`config.mk`:
```
export PLATFORM = sky130hd
export DESIGN_NAME = edge_detect_bank
export DESIGN_NICKNAME = d
export VERILOG_FILES = /design/src/rtl/edge_pkg.sv /design/src/rtl/edge_channel.sv /design/src/rtl/edge_detect_bank.sv
export SDC_FILE = /design/constraint.sdc
export NUM_CORES = 1
export LEC_CHECK = 0
export ABC_CLOCK_PERIOD_IN_PS = 1000
export BUFFER_PORTS_ARGS = -buffer_cell sky130_fd_sc_hd__buf_4
export CORE_MARGIN = 2
export CORE_UTILIZATION = 46
export DETAILED_ROUTE_END_ITERATION = 7
export GPL_TIMING_DRIVEN = 0
export PLACE_DENSITY = 0.82
export SLEW_MARGIN = 15
export SYNTH_ARGS = -nofsm -noshare
export SYNTH_HDL_FRONTEND = slang
export SYNTH_SLANG_ARGS = --single-unit
```
`constraint.sdc`:
```
create_clock -name clk -period 1 [get_ports clk]
set_input_delay 0.05 -clock clk [delete_from_list [all_inputs] [get_ports clk]]
set_output_delay 0.05 -clock clk [all_outputs]
set_load 0.02 [all_outputs]
```
`src/rtl/edge_pkg.sv`:
```
// Shared definitions for the edge detector bank: detect-mode encodings,
// default parameter values and the mode decode helper.
package edge_pkg;

    localparam logic [1:0] MODE_OFF  = 2'b00;
    localparam logic [1:0] MODE_RISE = 2'b01;
    localparam logic [1:0] MODE_FALL = 2'b10;
    localparam logic [1:0] MODE_BOTH = 2'b11;

    localparam int DEF_CH          = 8;
    localparam int DEF_SYNC_STAGES = 2;
    localparam int DEF_FILT_LEN    = 4;

    // True when a level change in the given direction should be reported.
    function automatic logic edge_enabled(input logic [1:0] mode, input logic rise);
        if (mode == MODE_OFF)
            return 1'b0;
        if (rise)
            return (mode == MODE_RISE) || (mode == MODE_BOTH);
        return (mode == MODE_FALL) || (mode == MODE_BOTH);
    endfunction

endpackage

```
`src/rtl/edge_channel.sv`:
```
// One detector channel: synchroniser, debounce filter (only when EDGE_DEBOUNCE_EN
// is defined; otherwise level follows sync one edge later), edge decode, sticky flag.
module edge_channel
    import edge_pkg::*;
#(
    parameter int SYNC_STAGES = DEF_SYNC_STAGES
`ifdef EDGE_DEBOUNCE_EN
  , parameter int FILT_LEN    = DEF_FILT_LEN
`endif
) (
    input  logic       clk,
    input  logic       rst_n,
    input  logic       din,
    input  logic [1:0] mode,
    input  logic       clr,
    output logic       pulse,
    output logic       level,
    output logic       flag
);

    logic [SYNC_STAGES-1:0] sync_reg;
    logic                   sync;
    logic                   level_reg;
    logic                   pulse_reg;
    logic                   flag_reg;
    logic                   accept;
    logic                   pulse_next;
    logic                   flag_next;

    always_ff @(posedge clk or negedge rst_n) begin
        if (!rst_n)
            sync_reg <= '0;
        else
            sync_reg <= {sync_reg[SYNC_STAGES-2:0], din};
    end

    assign sync = sync_reg[SYNC_STAGES-1];

`ifdef EDGE_DEBOUNCE_EN
    localparam int CW = $clog2(FILT_LEN + 1);

    logic [CW-1:0] cnt_reg;
    logic [CW-1:0] cnt_next;

    // Count consecutive cycles of disagreement; the edge that would reach
    // FILT_LEN flips the level instead and restarts the count.
    always_comb begin
        cnt_next = '0;
        accept   = 1'b0;
        if (sync != level_reg) begin
            if (cnt_reg == CW'(FILT_LEN - 1))
                accept = 1'b1;
            else
                cnt_next = cnt_reg + 1'b1;
        end
    end

    always_ff @(posedge clk or negedge rst_n) begin
        if (!rst_n)
            cnt_reg <= '0;
        else
            cnt_reg <= cnt_next;
    end
`else
    assign accept = (sync != level_reg);
`endif

    // Direction is taken from the level before it flips.
    assign pulse_next = accept && edge_enabled(mode, !level_reg);
    // Holding the set term through the pulse cycle lets set beat a clear
    // that arrives while the strobe is visible.
    assign flag_next  = (flag_reg & ~clr) | pulse_next | pulse_reg;

    always_ff @(posedge clk or negedge rst_n) begin
        if (!rst_n) begin
            level_reg <= 1'b0;
            pulse_reg <= 1'b0;
            flag_reg  <= 1'b0;
        end else begin
            level_reg <= level_reg ^ accept;
            pulse_reg <= pulse_next;
            flag_reg  <= flag_next;
        end
    end

    assign level = level_reg;
    assign pulse = pulse_reg;
    assign flag  = flag_reg;

endmodule

```
`src/rtl/edge_detect_bank.sv`:
```
// Bank of CH independent edge detector channels with a shared interrupt.
// Debounce filtering is included only when EDGE_DEBOUNCE_EN is defined.
module edge_detect_bank
    import edge_pkg::*;
#(
    parameter int CH          = DEF_CH,
    parameter int SYNC_STAGES = DEF_SYNC_STAGES,
    parameter int FILT_LEN    = DEF_FILT_LEN
) (
    input  logic            clk,
    input  logic            rst_n,
    input  logic [CH-1:0]   din,
    input  logic [2*CH-1:0] mode,
    input  logic [CH-1:0]   clr,
    input  logic [CH-1:0]   irq_en,
    output logic [CH-1:0]   pulse,
    output logic [CH-1:0]   level,
    output logic [CH-1:0]   flags,
    output logic            irq
);

    logic irq_reg;

    if (CH < 1 || CH > 32 || SYNC_STAGES < 2 || FILT_LEN < 1 || FILT_LEN > 255) begin : g_bad_cfg
        $error("edge_detect_bank: parameter out of range");
    end

    for (genvar gi = 0; gi < CH; gi++) begin : g_ch
        edge_channel #(
            .SYNC_STAGES (SYNC_STAGES)
`ifdef EDGE_DEBOUNCE_EN
          , .FILT_LEN    (FILT_LEN)
`endif
        ) u_ch (
            .clk   (clk),
            .rst_n (rst_n),
            .din   (din[gi]),
            .mode  (mode[2*gi +: 2]),
            .clr   (clr[gi]),
            .pulse (pulse[gi]),
            .level (level[gi]),
            .flag  (flags[gi])
        );
    end

    always_ff @(posedge clk or negedge rst_n) begin
        if (!rst_n)
            irq_reg <= 1'b0;
        else
            irq_reg <= |(flags & irq_en);
    end

    assign irq = irq_reg;

endmodule

```
==> results of run 1 <==
## timing repair
action,CTS,global route
pin swaps,0,3
resized for setup,27,3
hold buffers,34,0
setup buffers,14,0
setup endpoints to repair,24,6
hold endpoints to repair,61,0
## final cells by class
type | instances | area, sq um | area share [%]
Timing Repair Buffer | 114 | 1030 | 40.6
Sequential cell | 41 | 1030 | 40.4
Multi-Input combinational cell | 45 | 327 | 12.8
Tap cell | 46 | 57.6 | 2.26
Buffer | 10 | 52.6 | 2.07
Clock buffer | 8 | 48.8 | 1.92
## per-layer routing
metal / share of wire [%] / GRT usage [%] / vias up
li1: - / - / 567
met1: 37 / 26.3 / 618
met2: 52 / 41.2 / 64
met3: 7.2 / 8.70 / 16
met4: 3.4 / 13.4 / 0
met5: 0 / 0 / -
## worst paths after layout
path | to | slack [ps] | cells past startpoint
min | g_ch[1].u_ch.flag | 10 | 3
max | flags[1] | -40 | 2
min in group asynchronous | g_ch[7].u_ch.flag | 250 | 2
min reg2reg | g_ch[1].u_ch.sync_reg[1] | 360 | 0
max reg2reg | irq | 60 | 3
max in group asynchronous | g_ch[2].u_ch.pulse | 380 | 2
## worst max-delay path, cell delays in order (launching register included)
cell	delay, ps
dfrtp_1	410
buf_6	120
buf_6	120
## through the flow
step / hold slack [ps] / util (%) / power, uW / TNS, ps / setup WS (ps)
2_1_floorplan: -246 / - / 2180 / 0 / 232
3_3_place_gp: 42.7 / 63.8 / 2480 / 0 / 135
3_5_place_dp: 49.0 / 63.8 / 2510 / 0 / 132
4_1_cts: 1.53 / 77.0 / 3420 / -72.3 / -37.7
5_1_grt: 8.80 / 77.4 / 3630 / -225 / -85.3
6_report: 11.5 / 77.4 / 3450 / -69.4 / -35.9
## power breakdown
| part | internal, uW | switching, uW | total (uW) | leakage [uW] |
|---|---|---|---|---|
| clock network | 281 | 487 | 768 | 0.0000265 |
| registers | 1770 | 86.0 | 1860 | 0.000482 |
| logic | 495 | 330 | 825 | 0.000704 |
## Yosys cell counts
| cell type | instances | share of area (%) |
|---|---|---|
| dfrtp_1 | 41 | 67 |
| buf_4 | 24 | 12 |
| nand3b_1 | 16 | 7.8 |
| clkbuf_1 | 8 | 1.9 |
| nand2_1 | 8 | 1.9 |
| nand2b_1 | 8 | 3.2 |
| nand4b_1 | 8 | 4.5 |
| a22oi_1 | 4 | 1.9 |
| nand4_1 | 1 | 0.41 |
## logic make-up after synthesis
| logic type | share of synthesized area [%] |
|---|---|
| buffers and inverters | 13.6 |
| AO/OA/AOI/OAI | 1.95 |
| AND/OR/NAND/NOR | 17.9 |
| flip-flops | 66.5 |
==> summary.txt, run 1 <==
outcome: finished with violations
violated checks: negative setup slack
Hold WC Path Type: input port to flip-flop
startpoint types: flip-flop
DR pass1 iterations: 4
setup violators final: 2
Worst-path clk slew: 100 ps
max_slew headroom: 66.5%
Avg WL per Cell: 16.0 um
most frequent cells in the layout: 56 x buf_4, 41 x dfrtp_1, 34 x dlygate4sd3_1
PortBufs: 66
r2r startpoint: g_ch[4].u_ch.flag
HPWL Detailed: 2.39 mm
CTS Buf Count: 5
die height: 61.9 um
Max Cap Viol: 0
Site Rows: 21
GPL Wtd Cong: 0.732
count of different cell masters after synthesis: 9
syn nets: 160
DRC viols: 0
instance area at placement: 0.00210 sq mm
full die area: 0.00383 sq mm
Finished Layout Cells: 264
Final Worst Setup Slack: -35.9 ps
fin area: 0.00254 sq mm
Fin. Hold Viols: 0
Placed Instances: 230
largest net degree at the start of global routing: 42
WP data required: 950 ps
clock tree sinks: 41
Skew-Pair Late Insertion Delay: 340 ps
Core Region: 0.00328 sq mm
CP Launch Point: g_ch[1].u_ch.flag
Slew @ Worst Pin: 503 ps
CTS tree: done
FF+latch count, synth: 41
commonest non-fill, non-tap cell in the layout: buf_4
CP max FO: 2
H-tree levels: 2
Largest register FFs: 16
initial antenna violation count: 0
LEAKAGE: 0.00121 uW
hold path start: clr[1]
Post-Syn Instances: 118
Syn Std Cell Area: 0.00154 sq mm
antenna cell count: 0
clock root buffer: clkbuf_4
Setup crit end kind: primary output
share of cells above drive strength 1: 41.7%
drt initial violations: 60
fin crit share: 104%
DR vias/cell: 4.79
Highest Clock Rate: 0.965 GHz
yosys warns: 0
sequential area share after synthesis: 66.5%
RSZ-0062 raised after global routing: true
PD cells: 1360 mW/mm^2
Avg Inst Size Synth: 13.1 sq um
total wire length: 4.22 mm
vias in the first global route: 1,363
die width: 61.9 um
Nets: 259
Initial Util: 47.0%
P&R area growth vs syn: 64.8%
Via Count: 1,265
first-pass GRT wire length: 6.30 mm
fin crit period: 1040 ps
Arr. time, crit path: 990 ps
Max VDD drop: 1.00 mV
all-layer global routing usage: 24.2%
fin. max-slew vios: 0
# IOs: 67
grt total ovfl: 0
Clock Skew: 10.5 ps
Final ANT Viol Nets: 0
crit path kind: flip-flop to primary output
fill count: 198
Bufs on Longest Clock Path: 2
No activity file was read; power rests on OpenSTA's default activity.
==> run 2, diff against run 1 <==
--- a/config.mk
+++ b/config.mk
@@ -8,10 +8,10 @@
 export ABC_CLOCK_PERIOD_IN_PS = 1000
 export BUFFER_PORTS_ARGS = -buffer_cell sky130_fd_sc_hd__buf_4
 export CORE_MARGIN = 2
-export CORE_UTILIZATION = 46
+export CORE_UTILIZATION = 40
 export DETAILED_ROUTE_END_ITERATION = 7
 export GPL_TIMING_DRIVEN = 0
-export PLACE_DENSITY = 0.82
+export PLACE_DENSITY = 0.73
 export SLEW_MARGIN = 15
 export SYNTH_ARGS = -nofsm -noshare
 export SYNTH_HDL_FRONTEND = slang
==> summary.txt, run 2 (synthesis results as in run 1) <==
fin crit share: 98.5% (-5.1 points)
Hold WC Path Type: input port to flip-flop
max_slew headroom: 66.6% (+0.098 points)
switching portion of total power: 22.7% (-3.4 points)
DR vias/cell: 4.45 (-7.1%)
fill count: 269 (+36%)
clock tree sinks: 41 (unchanged)
fin crit period: 985 ps (-51.1 ps)
largest net degree at the start of global routing: 42 (unchanged)
sw power: 902 uW (about the same)
LEAKAGE: 0.00120 uW (-1.3%)
Arr. time, crit path: 930 ps (-60 ps)
die height: 66.1 um (+6.8%)
share of cells above drive strength 1: 48.5% (+6.8 points)
antenna cell count: 0 (unchanged)
Fin. Hold Viols: 0 (unchanged)
first-pass GRT wire length: 5.08 mm (-19%)
Seq pwr share: 46.6% (-7.2 points)
Avg WL per Cell: 12.4 um (-22%)
outcome: finished, final reports clean
grt total ovfl: 0 (unchanged)
Site Rows: 22 (+4.8%)
Max Cap Viol: 0 (unchanged)
CP max FO: 2 (unchanged)
internal power: 3070 uW (+20%)
Initial Util: 41.8% (-5.1 points)
PortBufs: 66 (unchanged)
HPWL Detailed: 2.15 mm (-9.9%)
CP most frequent cell: buf_6
P&R area growth vs syn: 60.3%
DRC viols: 0 (unchanged)
Worst-path clk slew: 70 ps (-30 ps)
die width: 66.1 um (+6.8%)
most frequent cells in the layout: 57 x buf_4, 41 x dfrtp_1, 32 x buf_6
Bufs on Longest Clock Path: 2 (unchanged)
Highest Clock Rate: 1.02 GHz (+5.2%)
CP cell instances: buf_6 -> buf_6
Gate power share: 19.5% (-4.4 points)
Slew @ Worst Pin: 502 ps (-1.47 ps)
fin. max-slew vios: 0 (unchanged)
RSZ-0062 raised after global routing: true
Crit path largest cell delay: 410 ps (about the same)
Max VDD drop: 0.908 mV (-9.3%)
H-tree levels: 2 (unchanged)
GPL Wtd Cong: 0.775 (+5.9%)
CP max stage cell: dfrtp_1
# IOs: 67 (unchanged)
crit path kind: flip-flop to primary output
crit path buf inv count: 2 (unchanged)
setup violators final: 0 (-2)
total wire length: 3.14 mm (-26%)
CTS Buf Count: 5 (unchanged)
instance area at placement: 0.00210 sq mm (+0.12%)
CP delay by family, top: flip-flops
CTS tree: done
drt initial violations: 21 (-65%)
Via Count: 1,122 (-11%)
commonest non-fill, non-tap cell in the layout: buf_4
WP data required: 950 ps (about the same)
all-layer global routing usage: 16.0% (-8.2 points)
Clk pwr share: 33.8% (+12 points)
Largest register FFs: 16 (unchanged)
DR pass1 iterations: 3 (-1)
vias in the first global route: 1,186 (-13%)
Clock Skew: 5.76 ps (-4.69 ps)
clock root buffer: clkbuf_8
fin area: 0.00247 sq mm (-2.8%)
startpoint types: flip-flop
PD cells: 1610 mW/mm^2 (+18%)
Final ANT Viol Nets: 0 (unchanged)
Skew-Pair Late Insertion Delay: 290 ps (-50 ps)
full die area: 0.00437 sq mm (+14%)
Setup crit end kind: primary output
initial antenna violation count: 0 (unchanged)
Core Region: 0.00369 sq mm (+12%)
Nets: 245 (-5.4%)
Min Hold Slack: 16.1 ps (+4.56 ps)
## run 2: cell types whose count changed in the layout (fill, tap and decap cells not counted), sizes merged
cell         change
buf              +7
bufinv           +1
clkbuf           -1
dlygate4sd3     -21
## run 2: path summary, 6_finish.rpt
check	end	start	slack, ps	depth (start not counted)
max	flags[4]	g_ch[4].u_ch.flag	20	2
min	irq	irq_en[6]	20	3
min reg2reg	g_ch[0].u_ch.sync_reg[1]	g_ch[0].u_ch.sync_reg[0]	350	0
min in group asynchronous	g_ch[3].u_ch.sync_reg[1]	rst_n	270	2
max in group asynchronous	g_ch[7].u_ch.pulse	rst_n	380	2
max reg2reg	g_ch[1].u_ch.flag	g_ch[1].u_ch.level	30	4
## run 2: power by group through the flow
stage	registers, uW	logic [uW]	clock network [uW]
after floorplan	1860	324	0
after global placement	1870	612	0
after detailed placement	1880	626	0
after CTS	1830	772	1390
after global routing	1870	833	1480
final	1850	775	1340
## run 2: cell type report
cell class	count	area (sq um)	area share (%)
Buffer	16	120	4.86
Clock buffer	7	86.3	3.49
Clock inverter	1	30.0	1.21
Timing Repair Buffer	94	828	33.5
Tap cell	48	60.1	2.43
Multi-Input combinational cell	45	322	13.0
Sequential cell	41	1030	41.5
## run 2: timing repair
item,CTS,global route
hold buffers,10,3
buffers inserted,14,1
hold endpoints to repair,50,1
endpoints found under the setup margin,22,22
gates resized for setup,16,19
## run 2: per-stage QoR
stage / setup slack, ps / total power, uW / utilization, % / TNS [ps] / instances
CTS: 0.296 / 3990 / 66.6 / 0 / 261
floorplan: 232 / 2180 / - / 0 / 118
global route: -33.3 / 4180 / 67.0 / -151 / 252
global placement: 99.4 / 2480 / 56.9 / 0 / 232
detailed placement: 110 / 2500 / 56.9 / 0 / 232
finish: 15.2 / 3970 / 67.0 / 0 / 252
## run 2: metal layers
metal,wire length (um),GRT usage [%],up-vias
li1,-,-,539
met1,1210,17.0,538
met2,1710,28.6,43
met3,213,6.47,2
met4,9,5.36,0
met5,0,0,-
## run 2: tightest hold or removal path, stage by stage
cell     delay, ps
buf_4           80
a22oi_1         70
nand4_1         70
